## src/rtl/micro_sequencer.sv

```systemverilog
// rtl/micro_sequencer.sv - microinstruction address sequencer with fetch, execute and bounded wait states
module micro_sequencer #(
  parameter int WAIT_LIMIT = 255
) (
  input  logic       clk,
  input  logic       reset,
  input  logic       en,
  input  logic [4:0] ir_opcode,
  input  logic       hit,
  input  logic       zero,
  output logic [8:0] addr_ins,
  output logic       instr_done,
  output logic       illegal,
  output logic       halted,
  output logic       timeout
);

  localparam logic [8:0] FETCH1     = 9'h000;
  localparam logic [8:0] INCPC      = 9'h001;
  localparam logic [8:0] FETCH_WAIT = 9'h002;
  localparam logic [8:0] FETCH3     = 9'h102;
  localparam logic [8:0] FETCH4     = 9'h103;
  localparam logic [8:0] LOAD0      = 9'h0E0;
  localparam logic [8:0] LOAD_WAIT  = 9'h0E6;
  localparam logic [8:0] LOAD_R1    = 9'h1E6;
  localparam logic [8:0] LOAD_R2    = 9'h1E2;
  localparam logic [8:0] LOAD_R3    = 9'h1E3;
  localparam logic [8:0] STORE0     = 9'h0E8;
  localparam logic [8:0] STORE1     = 9'h0E9;
  localparam logic [8:0] STORE2     = 9'h0EA;
  localparam logic [8:0] STORE_WAIT = 9'h0EB;
  localparam logic [8:0] GOTOZ0     = 9'h0B0;
  localparam logic [8:0] GOTOZ_Z    = 9'h0B1;
  localparam logic [8:0] GOTOZ_NZ   = 9'h1B1;
  localparam logic [8:0] HALT       = 9'h0FF;

  localparam logic [4:0] OP_LOAD  = 5'b11100;
  localparam logic [4:0] OP_STORE = 5'b11101;
  localparam logic [4:0] OP_GOTOZ = 5'b10110;
  localparam logic [4:0] OP_HALT  = 5'b11111;

  localparam logic [7:0] WAIT_LAST = 8'(WAIT_LIMIT - 1);

  // Number of linear execute steps; zero marks an opcode with a custom or no routine.
  function automatic logic [2:0] lin_steps(input logic [4:0] o);
    case (o)
      5'b11010, 5'b01010, 5'b11001, 5'b01011, 5'b00011,
      5'b00101, 5'b00100, 5'b10100, 5'b10101: return 3'd2;
      5'b11011:                               return 3'd3;
      5'b10001, 5'b10010:                     return 3'd4;
      5'b01101:                               return 3'd1;
      default:                                return 3'd0;
    endcase
  endfunction

  function automatic logic op_valid(input logic [4:0] o);
    return (lin_steps(o) != 3'd0) || (o == OP_LOAD) || (o == OP_STORE) ||
           (o == OP_GOTOZ) || (o == OP_HALT);
  endfunction

  logic [4:0] op, next_op;
  logic [2:0] step, next_step;
  logic [7:0] wait_cnt, next_cnt;
  logic [8:0] next_addr;
  logic       next_done, next_ill, next_to, in_wait;

  assign in_wait = (addr_ins == FETCH_WAIT) || (addr_ins == LOAD_WAIT) || (addr_ins == STORE_WAIT);
  assign halted  = (addr_ins == HALT);

  always_comb begin
    next_addr = addr_ins;
    next_op   = op;
    next_step = step;
    next_cnt  = 8'd0;
    next_done = 1'b0;
    next_ill  = 1'b0;
    next_to   = timeout;
    // A wait that runs out without hit parks the sequencer in HALT; hit wins the last cycle.
    if (in_wait && !hit) begin
      if (wait_cnt == WAIT_LAST) begin
        next_addr = HALT;
        next_to   = 1'b1;
      end else begin
        next_cnt = wait_cnt + 8'd1;
      end
    end
    case (addr_ins)
      FETCH1:     next_addr = FETCH_WAIT;
      FETCH_WAIT: if (hit) next_addr = FETCH3;
      FETCH3:     next_addr = FETCH4;
      FETCH4: begin
        next_op   = ir_opcode;
        next_addr = INCPC;
        next_ill  = !op_valid(ir_opcode);
      end
      INCPC: begin
        next_step = 3'd0;
        case (op)
          OP_LOAD:  next_addr = LOAD0;
          OP_STORE: next_addr = STORE0;
          OP_GOTOZ: next_addr = GOTOZ0;
          OP_HALT:  next_addr = HALT;
          default:  next_addr = (lin_steps(op) != 3'd0) ? {1'b0, op, 3'd0} : FETCH1;
        endcase
      end
      LOAD0:      next_addr = LOAD_WAIT;
      LOAD_WAIT:  if (hit) next_addr = LOAD_R1;
      LOAD_R1:    next_addr = LOAD_R2;
      LOAD_R2:    next_addr = LOAD_R3;
      STORE0:     next_addr = STORE1;
      STORE1:     next_addr = STORE2;
      STORE2:     next_addr = STORE_WAIT;
      GOTOZ0:     next_addr = zero ? GOTOZ_Z : GOTOZ_NZ;
      HALT:       next_addr = HALT;
      LOAD_R3, GOTOZ_Z, GOTOZ_NZ: begin
        next_addr = FETCH1;
        next_done = 1'b1;
      end
      STORE_WAIT: if (hit) begin
        next_addr = FETCH1;
        next_done = 1'b1;
      end
      default: begin
        if (lin_steps(op) != 3'd0 && addr_ins[7:3] == op) begin
          if (step == lin_steps(op) - 3'd1) begin
            next_addr = FETCH1;
            next_step = 3'd0;
            next_done = 1'b1;
          end else begin
            next_step = step + 3'd1;
            next_addr = {1'b0, op, step + 3'd1};
          end
        end else begin
          next_addr = FETCH1;
        end
      end
    endcase
  end

  always_ff @(posedge clk or posedge reset) begin
    if (reset) begin
      addr_ins   <= FETCH1;
      op         <= 5'd0;
      step       <= 3'd0;
      wait_cnt   <= 8'd0;
      instr_done <= 1'b0;
      illegal    <= 1'b0;
      timeout    <= 1'b0;
    end else if (en) begin
      addr_ins   <= next_addr;
      op         <= next_op;
      step       <= next_step;
      wait_cnt   <= next_cnt;
      instr_done <= next_done;
      illegal    <= next_ill;
      timeout    <= next_to;
    end else begin
      instr_done <= 1'b0;
      illegal    <= 1'b0;
    end
  end

endmodule
```

## config.mk

```make
export PLATFORM = sky130hd
export DESIGN_NAME = micro_sequencer
export DESIGN_NICKNAME = d
export VERILOG_FILES = /design/src/rtl/micro_sequencer.sv
export SDC_FILE = /design/constraint.sdc
export NUM_CORES = 1
export LEC_CHECK = 0
export ABC_AREA = 1
export ABC_CLOCK_PERIOD_IN_PS = 2800
export CORE_MARGIN = 4
export CORE_UTILIZATION = 35
export DETAILED_ROUTE_END_ITERATION = 10
export SETUP_SLACK_MARGIN = 0.15
export SLEW_MARGIN = 20
export SYNTH_ARGS = -nofsm -noshare
export SYNTH_HDL_FRONTEND = slang
export SYNTH_SLANG_ARGS = --single-unit
```

## constraint.sdc

```tcl
create_clock -name clk -period 2.8 [get_ports clk]
set_input_delay 0.56 -clock clk [delete_from_list [all_inputs] [get_ports clk]]
set_output_delay 0.56 -clock clk [all_outputs]
set_load 0.01 [all_outputs]
```

# --- Yosys cells after proc, flatten, opt, wreduce, memory -nomap -nowiden ---
# Memory sizes are Yosys's and may differ from the RTL's.
# Index checks and enable logic that the tools add are counted.
classes:
  addsub: 3
  eq_ne: 28
  muxes: 29
  bitwise_logic: 1
  reduce_logical: 23
op_table:
  columns: ["operator", "count"]
  rows:
  - ["$pmux 9 s16", 1]
  - ["$eq 9x8->1 const B", 9]
  - ["$mux 9", 7]
  - ["$eq 9x9->1 const B", 6]
  - ["$eq 5x5->1 const B", 8]
  - ["$mux 8", 4]
  - ["$pmux 8 s4", 1]
  - ["$mux 3", 8]
  - ["$reduce_or 18->1", 1]
  - ["$reduce_or 17->1", 1]
  - ["$reduce_or 14->1", 1]
  - ["$eq 9x1->1 const B", 1]
  - ["$eq 9x2->1 const B", 1]
  - ["$logic_not 9->1", 1]
  - ["$reduce_bool 3->1", 3]
  - ["$add 8x1->8 const B", 1]
  - ["$eq 8x8->1 const B", 1]
  - ["$logic_or 1x1->1", 6]
  - ["$mux 1", 6]
  - ["$pmux 3 s2", 1]
  - ["$reduce_and 3->1", 2]
  - ["$eq 5x5->1", 1]
  - ["$reduce_or 4->1", 1]
  - ["$add 3x1->3 const B", 1]
  - ["9 further kinds", 11]
totals:
  reg_bits: 28
  rom_bits: 384
  input_bits: 10
  output_inout_bits: 13
  wordCells: 95
  mem_count: 4
memory_table:
  columns: ["memory", "words", "word_bits", "read_ports", "rd_ports_with_merged_regs", "wr", "line_no", "rtl"]
  rows:
  - ["(no name shown)", 32, 3, 1, 0, 0, "46", "case (o)"]
  - ["(no name shown)", 32, 3, 1, 0, 0, "46", null]
  - ["(no name shown)", 32, 3, 1, 0, 0, "46", null]
  - ["(no name shown)", 32, 3, 1, 0, 0, "46", null]

# --- Logic depth before layout (Yosys ltp) ---
depth:
  ltp_word: 13
  depth_mapped: 17
  depth_no_buf: 17

# --- Worst setup path after synthesis ---
# Ideal clock, no wire load.
synth_path:
  path_kind: "reg-to-reg"
  from: "register op[1]"
  to: "register addr_ins[6]"
  t_arrival_ps: 2045
  required_time_ps: 2683
  setup_slack_ps: 638
  path_stages_with_launch: 17
  path_buffers: 0
  period_less_slack_ps: 2162
  cell_sequence: "dfrtp_1 > ha_1 > inv_1 > nor2_1 > nand2_1 > o21ai_0 > a21oi_1 > ha_1 > xor2_1 > nand2_1 > nand2_1 > nand3_2 > nand2_1 > nor2_1 > a21o_1 > nor2_1 > nor2_1"
synth_via:
  elab_chain_len: 8
  word_cells_on_any_way: 23
synth_rtl:
  columns: ["element", "line_no", "rtl"]
  rows:
  - ["start: declaration", "61", "logic [4:0] op, next_op;"]
  - ["start signal: assignment", "151", "op <= next_op;"]
  - ["$mem_v2 32x3", null, null]
  - ["$mux 3", "124", "if (lin_steps(op) != 3'd0 && addr_ins[7:3] == op) begin"]
  - ["$mux 3", "87", "case (addr_ins)"]
  - ["$sub 3x1->3", "125", "if (step == lin_steps(op) - 3'd1) begin"]
  - ["$eq 3x3->1", "125", null]
  - ["$mux 8", "125", null]
  - ["$mux 9", "124", null]
  - ["$pmux 9 s16 *", "87", null]
  - ["end signal: assignment", "150", "addr_ins <= next_addr;"]
  - ["end: declaration", "11", "output logic [8:0] addr_ins,"]
# Mark *: on every way between the ends. The rest lies on a longest branch, timed or not. The select of a mux whose other input is x is not followed.
# A chain may end at the register's enable or synchronous reset.

# --- Final worst setup path ---
layout_path:
  from: "register addr_ins[0]"
  to: "output port halted"
layout_via:
  elab_chain_len: 1
layout_rtl:
  columns: ["element", "line_no", "rtl"]
  rows:
  - ["$eq 9x8->1", "68", "assign halted = (addr_ins == HALT);"]
  - ["end: declaration", "14", "output logic halted,"]
# Every way passes these cells.

==> results.ini <==
[place]
hpwl_um=5670
portBuffers=22
place_congestion=0.977

[sta]
layout_min_cycle_time_ns=2.53
tightest_slew_ns=0.569
max_clock_freq_mhz=395
grt_setup_unrepaired=no
fin_skew_ns=0.00373
fin_crit_sh_pct=90.5
finalSetupTns_ns=0
finalSetupViolCount=0
holdWs_ns=0.474
relSlewSlack_pct=61.6
hold_viol=0
report.final.slew_viol_count=0

[yosys]
synth_nets=435
synth.cell_area_mm2=0.00263
synthFlopType=dfrtp_1
post_synth_num_cell_types=32
synth_edf_count=0
ys_seq_area_share_pct=26.6
ys_ff_latch=28
yosysWarnings=0
async_reset_ff_share_pct=100
syn_area_per_cell_um2=6.42
syn_inst=410

[detailed_routing]
avgRoutedWirePerCell_um=13.9
vias_per_cell=5.28
drc=0
dr.pass1.iters=5
first_iter_violations=272
ant_nets=0
vias=2800
routed_wl_um=7370

[clocking]
cts_buffers=3
clockRootBuffer=clkbuf_8
cts_hold_buf=0
cts_tree=yes
cts_max_path_buffers=2
cts.htree.levels=1
clk_pin_slew_worst_paths_ns=0.11
clk_latency_ns=0.28
clock_sinks=28

[power]
ir_drop_mv=0.234
p_per_area_mw_per_mm2=349
leakagePower_uw=0.00148

[global_routing]
grt_pass1_wl_um=12300
antenna_found_initial=0
grt_pass1_vias=2628
overflow=0
grt_max_degree=29
track_usage_pct=17.1

[outcome]
status=finished clean

[floorplanning]
dieArea_mm2=0.00897
io_pins=23
rows=31
die_h_um=94.7
die_w_um=94.7
core_area_mm2=0.00729
initial_core_util_pct=36.1

[finish]
syn_to_final_growth_pct=15.7
drive_above_1_share_pct=11.6
fill_cells=795
finalNetCount=457
n_antenna_cell=0

[worst_setup_path]
crit_path_start_kind=flip-flop
crit_fanout=8
critPathKind=flip-flop to primary output
arrival_ns=1.97
required_ns=2.24
crit_path_end_kind=primary output

[min_path]
hp-class=flip-flop to flip-flop

[job]
maxCapViolCount=0

routing by layer:
layer | vias up | GRT usage, % | part of all wire (%)
met5 | - | 0 | 0
met4 | 0 | 5.05 | 1.7
met3 | 11 | 1.83 | 6.5
met2 | 109 | 27.7 | 45
met1 | 1296 | 24.0 | 47
li1 | 1384 | - | -
synth_stat cells (7+ instances only):
library cell  count  area (um2)
nor2_2            7        43.8
nand2_2           8        50.1
nand2_1         101         379
nand4_1          19         119
inv_1            35         131
xor2_1            7        61.3
nand3_1          37         185
o21ai_0          21         105
dfrtp_1          28         701
nor2_1           51         191
o21ai_1          10        50.1
a21oi_1          17        85.1
ha_1             15         188
inv_2            13        48.8
through the flow:
stage	total power [uW]	cell area, um2	setup WS (ns)	std cells	utilization (%)
after floorplan	634	2630	0.638	410	-
after global placement	725	2950	0.394	524	40.4
after detailed placement	725	2950	0.339	524	40.4
after CTS	1060	3020	0.265	528	41.4
after global routing	1120	3050	0.152	530	41.8
final	1060	3050	0.266	530	41.8
power by group:
| group | switching, uW | total, uW | internal, uW |
|---|---|---|---|
| logic | 169 | 268 | 98.7 |
| registers | 34.0 | 459 | 425 |
| clock network | 144 | 336 | 192 |
| total | 347 | 1060 | 715 |
worst paths after layout:
| path | cells past startpoint | slack, ns | startpoint | end |
|---|---|---|---|---|
| worst max register to register | 16 | 0.40 | op[0] | addr_ins[6] |
| worst min-delay path | 1 | 0.47 | timeout | timeout |
| max in group asynchronous | 3 | 1.87 | reset | op[0] |
| worst min register to register | 1 | 0.47 | timeout | timeout |
| worst max-delay path | 5 | 0.27 | addr_ins[0] | halted |
| min in group asynchronous | 3 | 0.64 | reset | addr_ins[7] |
critical path, stage by stage, from the launching register on:
cell	delay [ns]
dfrtp_1	0.56
nand2_2	0.18
nor2_1	0.16
nand3b_2	0.17
inv_1	0.10
clkdlybuf4s50_1	0.53
cells in the final DEF, fill, tap and decap left out, types with 10 or more instances in the layout:
master / n
ha_1: 15
o21ai_0: 21
nand3_1: 37
inv_2: 13
inv_1: 35
nand4_1: 19
clkdlybuf4s50_1: 22
dfrtp_1: 26
nand2_1: 101
o21ai_1: 10
a21oi_1: 16
nor2_1: 51
registers in the layout, summed over array words and instances, names as in the netlist:
signal	flops
op	5
illegal	1
addr_ins	9
timeout	1
instr_done	1
step	3
wait_cnt	8
logic make-up (layout without fill, tap and decap cells):
group	Yosys count	after routing	share of synthesized area, %
AO/OA/AOI/OAI	59	59	12.2
XOR/XNOR	11	11	3.66
adder cells (fa/ha/maj)	15	15	7.13
buffers and inverters	62	83	9.89
flip-flops	28	28	26.6
AND/OR/NAND/NOR	235	235	40.5
area by class of cell:
cell class | count | area [um2] | share of cell area (%)
multi-input cells | 320 | 1680 | 55.3
repair buffers | 30 | 280 | 9.20
clock buffers | 3 | 41.3 | 1.36
flip-flops and latches | 28 | 703 | 23.1
well taps | 99 | 124 | 4.07
inverters | 49 | 184 | 6.04
clock inverters | 1 | 30.0 | 0.986
repair_timing:
action	in CTS	in global routing
setup buffers	0	2
resized for setup	0	4
setup endpoints to repair	0	12
No activity file was read; power rests on OpenSTA's default activity.
